==> src/rtl/pattern_pkg.sv <==
// Shared types for the test-pattern generator: pattern modes, box direction,
// and the colour-bar table.
`default_nettype none

package pattern_pkg;

    typedef enum logic [2:0] {
        PAT_LEGACY = 3'd0,
        PAT_BARS   = 3'd1,
        PAT_RAMP   = 3'd2,
        PAT_SOLID  = 3'd3,
        PAT_BOX    = 3'd4
    } pat_mode_e;

    typedef enum logic {
        DIR_POS = 1'b0,
        DIR_NEG = 1'b1
    } box_dir_e;

    localparam int BAR_BPC  = 8;
    localparam int NUM_BARS = 8;

    typedef struct packed {
        logic [BAR_BPC-1:0] r;
        logic [BAR_BPC-1:0] g;
        logic [BAR_BPC-1:0] b;
    } bar_rgb_t;

    // Index 0 (white) is the least significant entry, index 7 (black) the most.
    localparam bar_rgb_t [NUM_BARS-1:0] BAR_TABLE = {
        24'h000000,  // black
        24'h0000FF,  // blue
        24'hFF0000,  // red
        24'hFF00FF,  // magenta
        24'h00FF00,  // green
        24'h00FFFF,  // cyan
        24'hFFFF00,  // yellow
        24'hFFFFFF   // white
    };

    // Codes 6 and 7 fall back to the legacy pattern.
    function automatic logic [2:0] map_mode(input logic [2:0] m);
        return ((m == 3'd6) || (m == 3'd7)) ? 3'd0 : m;
    endfunction

endpackage

`default_nettype wire

==> src/rtl/pattern_box_mover.sv <==
// Bouncing-box position: one step per frame start on each axis, reversing at
// the screen edges.
`default_nettype none

module pattern_box_mover
    import pattern_pkg::*;
#(
    parameter int COORD_W  = 10,
    parameter int BOX_SIZE = 32,
    parameter int BOX_STEP = 1
) (
    input  logic               clk_pix,
    input  logic               rst_in,
    input  logic               fs,
    input  logic [COORD_W-1:0] screen_width,
    input  logic [COORD_W-1:0] screen_height,
    output logic [COORD_W-1:0] bx,
    output logic [COORD_W-1:0] by
);

    localparam logic [COORD_W-1:0] STEP  = COORD_W'(BOX_STEP);
    localparam logic [COORD_W:0]   REACH = (COORD_W+1)'(BOX_SIZE + BOX_STEP);

    logic [COORD_W-1:0] pos      [2];
    box_dir_e           dir      [2];
    logic [COORD_W-1:0] extent   [2];
    logic [COORD_W:0]   far_edge [2];
    logic [COORD_W-1:0] pos_nxt  [2];
    box_dir_e           dir_nxt  [2];

    assign extent[0] = screen_width;
    assign extent[1] = screen_height;

    // Extra top bit on far_edge keeps the edge test free of wraparound.
    always_comb begin
        for (int a = 0; a < 2; a++) begin
            far_edge[a] = {1'b0, pos[a]} + REACH;
            pos_nxt[a]  = pos[a];
            dir_nxt[a]  = dir[a];
            if (dir[a] == DIR_POS) begin
                if (far_edge[a] > {1'b0, extent[a]}) begin
                    dir_nxt[a] = DIR_NEG;
                    pos_nxt[a] = pos[a] - STEP;
                end else begin
                    pos_nxt[a] = pos[a] + STEP;
                end
            end else begin
                if (pos[a] < STEP) begin
                    dir_nxt[a] = DIR_POS;
                    pos_nxt[a] = pos[a] + STEP;
                end else begin
                    pos_nxt[a] = pos[a] - STEP;
                end
            end
        end
    end

    always_ff @(posedge clk_pix) begin
        if (!rst_in) begin
            for (int a = 0; a < 2; a++) begin
                pos[a] <= '0;
                dir[a] <= DIR_POS;
            end
        end else if (fs) begin
            for (int a = 0; a < 2; a++) begin
                pos[a] <= pos_nxt[a];
                dir[a] <= dir_nxt[a];
            end
        end
    end

    assign bx = pos[0];
    assign by = pos[1];

endmodule

`default_nettype wire

==> src/rtl/pattern_gen.sv <==
// Test-pattern generator: one registered RGB pixel per clk_pix from the HDMI
// core's frame coordinates; the pattern is selected at frame start.
`default_nettype none

module pattern_gen
    import pattern_pkg::*;
#(
    parameter int COORD_W  = 10,
    parameter int BPC      = 8,
    parameter int BOX_SIZE = 32,
    parameter int BOX_STEP = 1
) (
    input  logic                 clk_pix,
    input  logic                 rst_in,
    input  logic [COORD_W-1:0]   cx,
    input  logic [COORD_W-1:0]   cy,
    input  logic [COORD_W-1:0]   screen_start_x,
    input  logic [COORD_W-1:0]   screen_start_y,
    input  logic [COORD_W-1:0]   screen_width,
    input  logic [COORD_W-1:0]   screen_height,
    input  logic [2:0]           mode_in,
    input  logic [3*BPC-1:0]     solid_color,
    output logic [3*BPC-1:0]     rgb,
    output logic                 rgb_valid,
    output logic [2:0]           mode_active,
    output logic [15:0]          frame_cnt
);

    typedef struct packed {
        logic [BPC-1:0] r;
        logic [BPC-1:0] g;
        logic [BPC-1:0] b;
    } rgb_t;

    localparam logic [COORD_W:0] BOX_EXT = (COORD_W+1)'(BOX_SIZE);

    // 8-bit channel values are left-aligned into BPC bits.
    function automatic logic [BPC-1:0] widen8(input logic [7:0] c);
        logic [BPC-1:0] t;
        t = BPC'(c);
        return t << (BPC - 8);
    endfunction

    logic [COORD_W-1:0] x;
    logic [COORD_W-1:0] y;
    logic               active;
    logic               fs;
    logic [2:0]         mode_eff;

    assign x        = cx - screen_start_x;
    assign y        = cy - screen_start_y;
    assign active   = (cx >= screen_start_x) && (cy >= screen_start_y);
    assign fs       = (cx == '0) && (cy == '0);
    assign mode_eff = fs ? map_mode(mode_in) : mode_active;

    logic [COORD_W-1:0] bx;
    logic [COORD_W-1:0] by;

    pattern_box_mover #(
        .COORD_W  (COORD_W),
        .BOX_SIZE (BOX_SIZE),
        .BOX_STEP (BOX_STEP)
    ) u_box_mover (
        .clk_pix       (clk_pix),
        .rst_in        (rst_in),
        .fs            (fs),
        .screen_width  (screen_width),
        .screen_height (screen_height),
        .bx            (bx),
        .by            (by)
    );

    logic [COORD_W-1:0] bw;
    logic [COORD_W-1:0] run_cnt;
    logic [COORD_W-1:0] run_cnt_cur;
    logic [COORD_W-1:0] run_cnt_nxt;
    logic [2:0]         bar_idx;
    logic [2:0]         bar_idx_cur;
    logic [2:0]         bar_idx_nxt;
    logic [2:0]         bar_sel;

    // Bars are tracked by a run-length counter instead of dividing x by bw;
    // the last bar saturates and absorbs any remainder columns.
    always_comb begin
        bw          = screen_width >> 3;
        run_cnt_cur = run_cnt;
        bar_idx_cur = bar_idx;
        if (x == '0) begin
            run_cnt_cur = '0;
            bar_idx_cur = '0;
        end
        run_cnt_nxt = run_cnt_cur + 1'b1;
        bar_idx_nxt = bar_idx_cur;
        if ((run_cnt_nxt == bw) && (bar_idx_cur != 3'd7)) begin
            run_cnt_nxt = '0;
            bar_idx_nxt = bar_idx_cur + 3'd1;
        end
        bar_sel = (bw == '0) ? 3'd7 : bar_idx_cur;
    end

    logic [COORD_W:0] xw;
    logic [COORD_W:0] yw;
    logic [COORD_W:0] bxw;
    logic [COORD_W:0] byw;
    logic             in_box;

    assign xw     = {1'b0, x};
    assign yw     = {1'b0, y};
    assign bxw    = {1'b0, bx};
    assign byw    = {1'b0, by};
    assign in_box = (xw >= bxw) && (xw < bxw + BOX_EXT) &&
                    (yw >= byw) && (yw < byw + BOX_EXT);

    logic [7:0] leg_r;
    logic [7:0] leg_g;
    logic [7:0] leg_b;
    bar_rgb_t   bar_col;
    rgb_t       pix;

    always_comb begin
        leg_r   = {cx[5:0] & {6{cy[4:3] == ~cx[4:3]}}, 2'b00};
        leg_g   = cx[7:0] & {8{cy[6]}};
        leg_b   = cy[7:0];
        bar_col = BAR_TABLE[bar_sel];
        pix     = '0;
        case (pat_mode_e'(mode_eff))
            PAT_LEGACY: begin
                pix.r = widen8(leg_r);
                pix.g = widen8(leg_g);
                pix.b = widen8(leg_b);
            end
            PAT_BARS: begin
                pix.r = widen8(bar_col.r);
                pix.g = widen8(bar_col.g);
                pix.b = widen8(bar_col.b);
            end
            PAT_RAMP: begin
                pix.r = BPC'(x);
                pix.g = BPC'(x);
                pix.b = BPC'(x);
            end
            PAT_SOLID: pix = solid_color;
            PAT_BOX:   pix = in_box ? '1 : '0;
            default:   pix = '0;
        endcase
    end

    always_ff @(posedge clk_pix) begin
        if (!rst_in) begin
            rgb         <= '0;
            rgb_valid   <= 1'b0;
            mode_active <= '0;
            frame_cnt   <= '0;
            bar_idx     <= '0;
            run_cnt     <= '0;
        end else begin
            rgb       <= active ? pix : '0;
            rgb_valid <= active;
            if (fs) begin
                mode_active <= map_mode(mode_in);
                frame_cnt   <= frame_cnt + 16'd1;
            end
            if (active) begin
                bar_idx <= bar_idx_nxt;
                run_cnt <= run_cnt_nxt;
            end
        end
    end

endmodule

`default_nettype wire

==> config.mk <==
export PLATFORM = sky130hd
export DESIGN_NAME = pattern_gen
export DESIGN_NICKNAME = d
export VERILOG_FILES = /design/src/rtl/pattern_pkg.sv /design/src/rtl/pattern_box_mover.sv /design/src/rtl/pattern_gen.sv
export SDC_FILE = /design/constraint.sdc
export NUM_CORES = 1
export LEC_CHECK = 0
export CAP_MARGIN = 20
export CELL_PAD_IN_SITES_DETAIL_PLACEMENT = 0
export CELL_PAD_IN_SITES_GLOBAL_PLACEMENT = 2
export CORE_MARGIN = 1
export CORE_UTILIZATION = 31
export DETAILED_ROUTE_END_ITERATION = 8
export GPL_TIMING_DRIVEN = 0
export MAX_ROUTING_LAYER = met4
export PLACE_DENSITY = 0.92
export REMOVE_ABC_BUFFERS = 1
export SYNTH_ARGS = -nofsm -noshare
export SYNTH_HDL_FRONTEND = slang
export SYNTH_SLANG_ARGS = --single-unit
==> constraint.sdc <==
create_clock -name clk_pix -period 6.3 [get_ports clk_pix]
set_input_delay 0.945 -clock clk_pix [delete_from_list [all_inputs] [get_ports clk_pix]]
set_output_delay 0.945 -clock clk_pix [all_outputs]
set_load 0.03 [all_outputs]
==> summary.txt, run 1 <==
Run status
  • Status: completed

Detailed routing
  • Pre-antenna DRT Iters: 4
  • DR vias/cell: 5.18
  • Total Wirelength: 22600 um
  • Starting DRT DRC Count: 359
  • DRC Markers: 0
  • Routed len/inst: 16.7 um
  • Routed Antenna Nets: 0
  • Routed vias: 6998

Global routing
  • Global Route Usage Sum: 0.194
  • First-pass GRT wire length: 36100 um
  • Initial antenna violation count: 0
  • Largest net degree at the start of global routing: 29
  • Vias in the first global route: 6835
  • Grt ovf: 0

Synthesis
  • Post-synthesis register bit count: 79
  • Post-synth top area share: 0.155
  • Mux cell area share after synthesis: 0.0218
  • Area leader, netlist: dfxtp_1
  • Post-Synth Simple-Gate Area: 0.241
  • Syn Area/Cell: 7.99 um^2
  • Synth Warn #: 0
  • Compound-Gate Fraction of Synth Area: 0.213
  • Main synth FF type: dfxtp_1
  • Fraction of registers with async set/reset: 0
  • Distinct cells, synth: 78
  • Post-Synth Adder-Cell Area: 0.148
  • Post-Synthesis Cells: 919
  • Sequential element share of the synthesized area: 0.245
  • EDFF count, synth: 22
  • Largest family of logic cells by synthesized area: simple AND/OR/NAND/NOR gates
  • Post-synthesis xor/xnor area fraction: 0.0716
  • Synthesized area: 7340 um^2
  • Synth top area cells: dfxtp_1, ha_1, edfxtp_1, xnor2_1, a21oi_1

Pwr
  • PwrDens: 167 nW/um^2
  • VDD IR max: 116 uV
  • Leak pwr: 3.60 nW

Clock network
  • CTS Buf Count: 9
  • Max Root-Sink Buffers: 2
  • TritonCTS Sinks: 79
  • Root buf cell: clkbuf_16
  • CTS tree: yes
  • Number of H-tree levels: 3
  • Clock transition at the registers of the reported paths: 0.07 ns
  • Clock latency on the worst-skew pair: 0.35 ns

Run
  • Max-cap viol count: 0

Timing
  • Tmin final: 5.86 ns
  • Worst-Margin Slew: 1.02 ns
  • Final setup viols: 0
  • RSZ-0062 raised after global routing: false
  • Final period utilization: 0.930
  • Slew headroom: 0.314
  • Final hold slack: 0.512 ns
  • Layout Skew: 0.00772 ns
  • Fmax: 0.171 GHz
  • Final Hold Fails: 0
  • Max-slew violation count: 0
  • Setup TNS: 0 ns

Worst setup path
  • Crit-path slowest cell: clkdlybuf4s50_1
  • CP Max Fanout: 13
  • Crit path cell chain: clkdlybuf4s50_1, inv_1, ha_1, fa_1, nor2b_1, o21a_1, o21a_1, o221ai_1, nor4_4, nand2_2, and2_1, ha_1, and3_2, nand2_1, mux2i_1, a31oi_1, nor4_4, mux2i_1, a21oi_1, o22ai_1
  • Worst EP arrival: 6.05 ns
  • Bufs and invs on worst path: 2
  • Critical Path RT: 6.49 ns
  • R2R Setup Slk: 2.24 ns
  • CP delay by family, top: simple AND/OR/NAND/NOR gates
  • Crit path kind: in2reg
  • Slowest Stage Delay on Critical Path: 0.63 ns
  • Crit start category: input port
  • Worst Setup End Kind: register

Floorplan
  • I/O pins: 133
  • FP Rows: 55
  • Die width: 156 um
  • Die H: 156 um
  • Full die area: 24300 um^2
  • Core footprint: 22900 um^2
  • Initial Util: 0.321

Layout
  • Fin util: 0.406
  • Ratio of cells with drive above 1 in the final layout: 0.0549
  • Antenna Cells: 0
  • Flip-flop and latch area: 1800 um^2
  • Area grow syn2layout: 26.6%
  • Nets@finish: 1207
  • Fillers: 2357
  • Multi-input gate area: 5130 um^2

Place
  • PortBufs: 132
  • Placed wire-length estimate: 18000 um
  • Gp weighted congestion: 0.844

Min path
  • Hold Path Class: reg2reg
-- cell type report --
cell class,instances,area share
repair buffers,135,0.146
inverters,81,0.0327
clock inverters,7,0.00928
multi-input cells,727,0.552
well taps,313,0.0421
flip-flops and latches,79,0.194
clock buffers,9,0.0242
-- state kept, by name (all words and copies together), names as in the netlist --
signal,flops
rgb_valid,1
u_box_mover.dir,2
rgb,24
mode_active,3
run_cnt,10
frame_cnt,16
u_box_mover.pos,20
bar_idx,3
-- Yosys cell counts, types with 6 or more instances --
master and n:
a21boi_0 9, a21oi_1 66, a221oi_1 20, a31oi_1 12
and2_1 9, and3_1 13, buf_2 9, clkbuf_1 21
dfxtp_1 57, edfxtp_1 22, ha_1 83, inv_1 78
mux2i_1 10, nand2_1 61, nand2b_1 9, nand3_1 34
nand4_1 13, nor2_1 86, nor2b_1 15, nor3_1 42
nor4_1 11, o211ai_1 6, o21a_1 21, o21ai_0 37
or3_1 11, xnor2_1 40, xor2_1 20
-- worst paths after layout --
| check | start | endpoint | cells after the start |
|---|---|---|---|
| max | cx[0] | run_cnt[1] | 20 |
| min | frame_cnt[15] | frame_cnt[15] | 2 |
| max reg2reg | u_box_mover.pos[0][2] | u_box_mover.pos[0][9] | 14 |
| min reg2reg | frame_cnt[15] | frame_cnt[15] | 2 |
-- layout by cell type, fill, tap and decap left out, types with 36 or more instances in the layout --
cell type / synthesis / final
dfxtp_1: 57 / 57
a21oi_1: 66 / 66
nor2_1: 86 / 86
o21ai_0: 37 / 36
inv_1: 78 / 78
ha_1: 83 / 83
nor3_1: 42 / 42
clkdlybuf4s50_1: 0 / 132
nand2_1: 61 / 60
xnor2_1: 40 / 40
-- through the flow --
step | instances | worst slack, ns | cell area [um^2] | total power (W)
final | 1351 | 0.444 | 9300 | 0.00155
after global routing | 1351 | 0.0759 | 9300 | 0.00164
after global placement | 1332 | -0.447 | 8930 | 0.000982
after detailed placement | 1335 | -0.451 | 8970 | 0.000987
after CTS | 1351 | 0.127 | 9290 | 0.00156
after floorplan | 887 | 1.36 | 7210 | 0.000833
-- report_power, final --
part	leakage, nW	switching, W	total, W	internal, W
Clock	0.151	0.000253	0.000570	0.000317
Sequential	0.687	0.0000139	0.000544	0.000530
Combinational	2.76	0.000236	0.000437	0.000201
-- worst reg2reg max path: cells and delay by family, from the launching register on --
family	cells	cell delay, ns
AND/OR/NAND/NOR	5	1.06
AO/OA/AOI/OAI	6	1.42
flip-flops	1	0.52
adder cells (fa/ha/maj)	1	0.31
XOR/XNOR	1	0.16
multiplexers	1	0.36
-- kinds of logic (layout without fill, tap and decap cells) --
family | Yosys count | count (layout)
multiplexers | 15 | 15
AO/OA/AOI/OAI | 229 | 229
buffers and inverters | 113 | 232
flip-flops | 79 | 79
AND/OR/NAND/NOR | 337 | 337
XOR/XNOR | 60 | 60
adder cells (fa/ha/maj) | 86 | 86
-- routing by layer --
| layer | track usage | vias to the layer above | part of all wire |
|---|---|---|---|
| met5 | - | - | 0 |
| met4 | 0.0373 | 0 | 0.0080 |
| met3 | 0.0283 | 15 | 0.032 |
| met2 | 0.317 | 121 | 0.49 |
| met1 | 0.254 | 3300 | 0.47 |
| li1 | - | 3562 | - |
-- what timing repair did --
| item | 4_1_cts | 5_1_grt |
|---|---|---|
| resized for setup | 1 | 4 |
| endpoints found under the setup margin | 8 | 10 |
| setup buffers | 0 | 0 |
| hold buffers | 0 | 0 |
Note: power is estimated with default switching activity, not from simulation.
==> inputs of run 2 (changes only) <==
PLACE_DENSITY = not set   (was 0.92)
PLACE_DENSITY_LB_ADDON = 0.1   (was not set)
==> run 2 against run 1 <==
  * Sequential power is essentially flat
  * Global-route usage grew 1.2 points
  * Combinational power is 2% higher
  * Critical path depth did not move
  * Clock skew is 0.0044 ns higher
  * Maximum frequency increased by 1.1%
  * Sequential share of layout area down 0.055 points
  * Non-clock buffer count did not move
==> summary.txt, run 2 (synthesized netlist as in run 1, its figures left out) <==
Worst setup path
  • CP Max Fanout: 13 (unchanged)
  • Crit path kind: in2reg (unchanged)
  • Slowest Stage Delay on Critical Path: 0.56 ns (was 0.63 ns)
  • CP delay by family, top: simple AND/OR/NAND/NOR gates (unchanged)
  • Bufs and invs on worst path: 2 (unchanged)
  • Worst EP arrival: 5.99 ns (was 6.05 ns)
  • Crit start category: input port (unchanged)
  • Critical Path RT: 6.50 ns (was 6.49 ns)
  • Worst Setup End Kind: register (unchanged)
  • Crit path cell chain: clkdlybuf4s50_1, inv_1, ha_1, fa_1, nor2b_1, o2111ai_1, a21boi_0, o22ai_1, nor4_4, nand2_2, and2_1, ha_1, and3_1, nand2_1, mux2i_1, a31oi_1, nor4_4, nand2_1, a21oi_1, nor4_1 (was clkdlybuf4s50_1, inv_1, ha_1, fa_1, nor2b_1, o21a_1, o21a_1, o221ai_1, nor4_4, nand2_2, and2_1, ha_1, and3_2, nand2_1, mux2i_1, a31oi_1, nor4_4, mux2i_1, a21oi_1, o22ai_1)
  • Crit-path slowest cell: clkdlybuf4s50_1 (unchanged)

Clock network
  • CTS Buf Count: 9 (unchanged)
  • Clock latency on the worst-skew pair: 0.35 ns (about the same)
  • Setup bufs post-CTS: 0 (unchanged)
  • Number of H-tree levels: 3 (unchanged)
  • TritonCTS Sinks: 79 (unchanged)
  • Max Root-Sink Buffers: 2 (unchanged)
  • CTS tree: yes (unchanged)
  • Clock transition at the registers of the reported paths: 0.07 ns (about the same)
  • Root buf cell: clkbuf_16 (unchanged)

Floorplan
  • Core footprint: 22900 um^2 (unchanged)
  • FP Rows: 55 (unchanged)
  • Die width: 156 um (unchanged)
  • I/O pins: 133 (unchanged)
  • Full die area: 24300 um^2 (unchanged)
  • Die H: 156 um (unchanged)
  • Initial Util: 0.321 (unchanged)

Layout
  • Ratio of cells with drive above 1 in the final layout: 0.0549 (unchanged)
  • Most frequent cells in the layout: clkdlybuf4s50_1, nor2_1, ha_1 (unchanged)
  • Reg with most FFs: rgb (unchanged)
  • Nets@finish: 1207 (unchanged)
  • Area grow syn2layout: 27.0% (was 26.6%)
  • Most common cell after layout, fill and taps aside: clkdlybuf4s50_1 (unchanged)
  • Max reg flops: 24 (unchanged)
  • Largest registers: rgb (24), u_box_mover.pos (20), frame_cnt (16) (unchanged)

Detailed routing
  • Total Wirelength: 24100 um (was 22600 um)
  • Routed vias: 7000 (was 6998)
  • DRC Markers: 0 (unchanged)
  • Pre-antenna DRT Iters: 4 (unchanged)
  • Starting DRT DRC Count: 387 (was 359)
  • Routed Antenna Nets: 0 (unchanged)
  • Routed len/inst: 17.8 um (was 16.7 um)
  • DR vias/cell: 5.18 (about the same)

Timing
  • Final Hold Fails: 0 (unchanged)
  • Slew headroom: 0.297 (was 0.314)
  • Worst-Margin Slew: 1.05 ns (was 1.02 ns)
  • Final period utilization: 0.919 (was 0.930)
  • Fmax: 0.173 GHz (was 0.171 GHz)
  • Max-slew violation count: 0 (unchanged)
  • Tmin final: 5.79 ns (was 5.86 ns)
  • Final setup viols: 0 (unchanged)
  • RSZ-0062 raised after global routing: false (unchanged)
  • Setup TNS: 0 ns (unchanged)
  • Layout Skew: 0.0121 ns (was 0.00772 ns)

Run
  • Max-cap viol count: 0 (unchanged)

Min path
  • Hold Path Class: reg2reg (unchanged)

Global routing
  • First-pass GRT wire length: 37900 um (was 36100 um)
  • Global Route Usage Sum: 0.206 (was 0.194)
  • Initial antenna violation count: 1 (was 0)
  • Vias in the first global route: 6897 (was 6835)
  • Grt ovf: 0 (unchanged)
  • Largest net degree at the start of global routing: 29 (unchanged)

Pwr
  • Power Total: 0.00156 W (was 0.00155 W)
  • VDD IR max: 104 uV (was 116 uV)
  • PwrDens: 167 nW/um^2 (about the same)
  • Leak pwr: 3.62 nW (was 3.60 nW)

Place
  • Placed wire-length estimate: 18900 um (was 18000 um)
  • PortBufs: 132 (unchanged)
  • Gp weighted congestion: 0.816 (was 0.844)

Run status
  • Status: completed (unchanged)
[run 2: final cells by class]
cell class	count	area, um^2
diodes	1	2.50
clock buffers	11	275
clock inverters	5	45.0
fillers	2400	13600
inverters	81	304
multi-input cells	727	5140
flip-flops and latches	79	1800
well taps	313	392
repair buffers	135	1360
[run 2: power breakdown]
group / leakage, nW / total (W) / internal [W] / switching (W)
Sequential: 0.687 / 0.000544 / 0.000530 / 0.0000143
Combinational: 2.77 / 0.000444 / 0.000203 / 0.000242
Clock: 0.160 / 0.000573 / 0.000322 / 0.000251
[run 2: what timing repair did]
action / CTS / global route
resized for setup: 1 / 3
endpoints found under the setup margin: 8 / 10
hold buffers: 0 / 0
[run 2: worst min-delay path: cells and delay by family (launching register included)]
kind	cells	cell delay [ns]
compound gates	2	0.13
flops	1	0.33
[run 2: through the flow]
step	setup slack (ns)	utilization	hold WS [ns]	cell area, um^2	instances
3_5_place_dp	-0.473	0.392	0.495	8980	1335
5_1_grt	0.0897	0.407	0.530	9330	1352
2_1_floorplan	1.36	-	0.464	7210	887
6_report	0.508	0.407	0.499	9330	1352
4_1_cts	0.117	0.406	0.506	9300	1351
3_3_place_gp	-0.541	0.390	0.483	8930	1332
[run 2: layer usage]
metal	up-vias	track usage	part of all wire
li1	3574	-	-
met1	3289	0.268	0.48
met2	115	0.344	0.48
met3	22	0.0217	0.025
met4	0	0.0458	0.014
met5	-	-	0
[run 2: path summary, 6_finish.rpt]
kind / slack, ns / start / cells after the start / end
max: 0.51 / cx[0] / 20 / run_cnt[3]
max reg2reg: 2.27 / u_box_mover.pos[0][12] / 13 / u_box_mover.pos[0][17]
min: 0.50 / frame_cnt[7] / 2 / frame_cnt[7]
min reg2reg: 0.50 / frame_cnt[7] / 2 / frame_cnt[7]
==> RTL edit 1 (flow settings as in run 2) <==
`COORD_W` is set to 10 in 2 places; all go to 20.
--- a/src/rtl/pattern_box_mover.sv
+++ b/src/rtl/pattern_box_mover.sv
@@ -6,5 +6,5 @@
     import pattern_pkg::*;
 #(
-    parameter int COORD_W  = 10,
+    parameter int COORD_W  = 20,
     parameter int BOX_SIZE = 32,
     parameter int BOX_STEP = 1
--- a/src/rtl/pattern_gen.sv
+++ b/src/rtl/pattern_gen.sv
@@ -6,5 +6,5 @@
     import pattern_pkg::*;
 #(
-    parameter int COORD_W  = 10,
+    parameter int COORD_W  = 20,
     parameter int BPC      = 8,
     parameter int BOX_SIZE = 32,
Interface: changed (6 resized); port bits go from 133 to 193. No check against the original RTL was run, so the function may have changed too.
==> RTL edit 1 against run 2 <==
Final area increased by 81%. Area after synthesis increased by 78%. Total power increased by 58%. Clock power increased by 13%. Sequential cell count increased by 30. Wire length increased by 110%. Setup slack got worse by 0.38 ns. Largest cell class unchanged.
==> RTL edit 1: results <==
export IMPL_ys_seq_area_share_pct=19.85
export IMPL_use_met1_pct=33.73
export IMPL_grt_usage_pct=23.97
export IMPL_crit_path_top_delay_cell="or4_4"
export IMPL_powerDensity_nw_per_um2=145.8
export IMPL_htreeDepth=3
export IMPL_critPathMaxStageDelay_ns=0.54
export IMPL_antenna_found_initial=5
export IMPL_clk_insertion_delay_late_ns=0.40
export IMPL_port_buffers=192
export IMPL_dp_hpwl_mm=40.37
export IMPL_routed_via_count=13570
export IMPL_ir_drop_v=0.0001441
export IMPL_use_met2_pct=35.46
export IMPL_wl_met3_mm=2.634
export IMPL_viasPerCell=5.497
export IMPL_power_leakage_nw=6.729
export IMPL_status="finished clean"
export IMPL_grt_max_degree=37
export IMPL_drive_gt1_share_pct=10.47
export IMPL_wl_met2_mm=22.19
export IMPL_synth_distinct_cells=86
export IMPL_wl_mm=51.00
export IMPL_path_max_fanout=8
export IMPL_skew_ns=0.01764
export IMPL_dp_slack_ns=-1.857
export IMPL_drtIter0Drc=1072
export IMPL_p_clk_uw=648
export IMPL_gp_congestion=0.8880
export IMPL_cp_data_arrival_time_ns=6.47
export IMPL_cts_buffer_depth=2
export IMPL_setup_viol=0
export IMPL_fillCellCount=4343
export IMPL_avgSynthCellArea_sq_um=7.569
export IMPL_wl_met1_mm=25.39
export IMPL_sw_frac_of_total_pct=38.90
export IMPL_placed_area_sq_um=15550
export IMPL_nNetsFinal=2239
export IMPL_ys_top_cells_by_count="nor2_1 (174), ha_1 (163), inv_1 (149), nand2_1 (131), a21oi_1 (114)"
export IMPL_synth_edff_count=42
export IMPL_worst_pin_slew_ns=1.021
export IMPL_reg2reg_depth=18
export IMPL_reg_top3="u_box_mover.pos (40), rgb (24), run_cnt (20)"
export IMPL_grtUsageMet3_pct=4.281
export IMPL_combPwrFrac_pct=42.0
export IMPL_grt_pass1_wl_mm=77.87
export IMPL_yosys_top_cells_area="ha_1 (16%), dfxtp_1 (10%), edfxtp_1 (9.6%)"
export IMPL_grt_pass1_vias=13090
export IMPL_routed_top_layer="met4"
export IMPL_first_pass_iters=5
export IMPL_hold_depth=2
export IMPL_dp_cells=2395
==> RTL edit 1: cell count changes after synthesis, sizes merged, moves of 33 or more <==
cell / run 2 / this run
ha: 83 / 163
xnor2: 40 / 105
o21ai: 39 / 72
inv: 80 / 149
nand2: 61 / 131
clkbuf: 21 / 60
a21oi: 68 / 114
nor2: 90 / 176
==> RTL edit 1: final timing paths <==
check | from | end | slack, ns
hold / removal | bar_idx[2] | bar_idx[2] | 0.46
setup / recovery | screen_start_x[7] | bar_idx[0] | 0.13
setup reg to reg | u_box_mover.pos[0][0] | u_box_mover.pos[0][6] | 0.50
hold reg to reg | bar_idx[2] | bar_idx[2] | 0.46
==> RTL edit 1: timing repair <==
action                                  CTS  global route
hold buffers                              0             0
buffers inserted                         18            30
gates cloned                              2             0
gates resized for setup                  67            89
pin swaps                                24            47
endpoints found under the setup margin   55            68
==> RTL edit 1: cell families after synthesis <==
logic type / Yosys count / synth area share [%]
XOR/XNOR: 142 / 9.487
AO/OA/AOI/OAI: 435 / 22.35
flip-flops: 109 / 19.85
multiplexers: 15 / 1.164
AND/OR/NAND/NOR: 643 / 24.67
buffers and inverters: 223 / 6.605
adder cells (fa/ha/maj): 165 / 15.86
==> RTL edit 1: layout make-up <==
cell class                      count  area [sq um]  area share, %
Antenna cell                        6         15.01        0.08899
Clock buffer                        9         225.2          1.335
Clock inverter                      7         88.84         0.5265
Inverter                          153         574.3          3.404
Multi-Input combinational cell   1402         10250          60.78
Sequential cell                   109          2603          15.42
Tap cell                          532         665.6          3.945
Timing Repair Buffer              250          2446          14.50
==> RTL edit 1: worst max-delay path, delay by kind of cell <==
kind,cells,cell delay (ns)
AOI/OAI and AO/OA,9,1.59
buffers and inverters,3,0.72
xor gates and xnor gates,2,0.38
and+or+nand+nor,9,2.26
adders and majority gates,2,0.54
==> RTL edit 2 (settings of run 2) <==
Made on the original files. Remove the register `rgb`: a continuous assignment takes its place, so the output `rgb` follows one clock earlier.
--- a/src/rtl/pattern_gen.sv
+++ b/src/rtl/pattern_gen.sv
@@ -148,5 +148,4 @@
     always_ff @(posedge clk_pix) begin
         if (!rst_in) begin
-            rgb         <= '0;
             rgb_valid   <= 1'b0;
             mode_active <= '0;
@@ -155,5 +154,4 @@
             run_cnt     <= '0;
         end else begin
-            rgb       <= active ? pix : '0;
             rgb_valid <= active;
             if (fs) begin
@@ -168,4 +166,6 @@
     end
 
+    assign rgb = active ? pix : '0;
+
 endmodule
 
Formal check against the unedited RTL: not equivalent (Yosys sat finds a counterexample within 4 cycles, from zero or initial values and one cycle with rst_in low).
==> RTL edit 2 against run 2 <==
Wire length down 7.8%. Sequential cell count down 24. Count of clock-buffer cells in the layout decreased by 6. Area after synthesis shrank 9.1%. Total power shrank 26%. Fmax is 3.6% lower. Setup slack got worse by 0.22 ns. Die area decreased by 9.0%. Final area shrank 8.5%. Critical path type unchanged.
==> RTL edit 2: results <==
export IMPL_reg_top3="u_box_mover.pos (20), frame_cnt (16), run_cnt (10)"
export IMPL_cts_buffers=5
export IMPL_r2r_end="u_box_mover.pos[0][19]"
export IMPL_status="finished clean"
export IMPL_routed_via_count=6649
export IMPL_grt_usage_pct=20.61
export IMPL_dp_hpwl_mm=17.22
export IMPL_reg2reg_slack_ns=2.29
export IMPL_cp_endpoint="bar_idx[1]"
export IMPL_ctsResizeCount=167
export IMPL_placed_area_sq_um=8247
export IMPL_cp_data_arrival_time_ns=6.21
export IMPL_setup_slack_ns=0.2905
export IMPL_yosys_top_cells_area="ha_1 (16%), dfxtp_1 (9.9%), edfxtp_1 (9.9%)"
export IMPL_r2r_start="u_box_mover.pos[0][10]"
export IMPL_htreeDepth=2
export IMPL_path_max_fanout=7
export IMPL_gp_congestion=0.8164
export IMPL_worst_pin_slew_ns=1.003
export IMPL_ys_top_cells_by_count="inv_1 (88), ha_1 (84), nor2_1 (72), xnor2_1 (49)"
export IMPL_cts_setup_buffers=8
export IMPL_n_antenna_cell=0
export IMPL_ys_seq_area_share_pct=19.79
export IMPL_grt_pass1_vias=6447
export IMPL_avgSynthCellArea_sq_um=7.690
export IMPL_antenna_found_initial=0
export IMPL_dp_slack_ns=-1.334
export IMPL_critPathMaxStageDelay_ns=0.63
export IMPL_clk_insertion_delay_late_ns=0.31
==> RTL edit 2: cell type report <==
| class | count | area (sq um) |
|---|---|---|
| clock buffers | 5 | 125.1 |
| clock inverters | 3 | 26.28 |
| well taps | 275 | 344.1 |
| inverters | 90 | 337.8 |
| multi-input cells | 690 | 4977 |
| repair buffers | 147 | 1404 |
| fillers | 2231 | 12550 |
| flip-flops and latches | 55 | 1321 |
==> RTL edit 2: where the power goes <==
group          leakage [nW]  total, mW  switching, mW  internal (mW)
clock                0.0748      0.312          0.160          0.152
sequential            0.493      0.388         0.0124          0.376
combinational          2.92      0.463          0.251          0.212
total                  3.49       1.16          0.424          0.739
==> RTL edit 2: worst min path at each step <==
| stage | from | to | slack [ns] | cells after the start |
|---|---|---|---|---|
| after floorplan | bar_idx[2] | bar_idx[2] | 0.44 | 1 |
| after global placement | bar_idx[2] | bar_idx[2] | 0.46 | 1 |
| after detailed placement | bar_idx[2] | bar_idx[2] | 0.46 | 1 |
| after CTS | bar_idx[2] | bar_idx[2] | 0.49 | 1 |
| after global routing | bar_idx[1] | bar_idx[1] | 0.51 | 1 |
| final | bar_idx[2] | bar_idx[2] | 0.48 | 1 |
==> RTL edit 2: routing by layer <==
metal	GRT usage, %	wire length, um	share of wire [%]
met1	28.01	11200	50
met2	32.08	9846	44
met3	3.058	808	3.6
met4	4.796	333	1.5
met5	-	0	0
==> RTL edit 2: cell families (layout without fill, tap and decap cells) <==
group | Yosys count | count (layout) | synth area share, %
compound gates | 226 | 226 | 23.00
flops | 55 | 55 | 19.79
fa+ha+maj | 86 | 86 | 16.34
xor+xnor | 69 | 69 | 9.053
buf+inv | 124 | 245 | 7.029
mux | 9 | 9 | 1.387
simple gates | 299 | 300 | 23.39
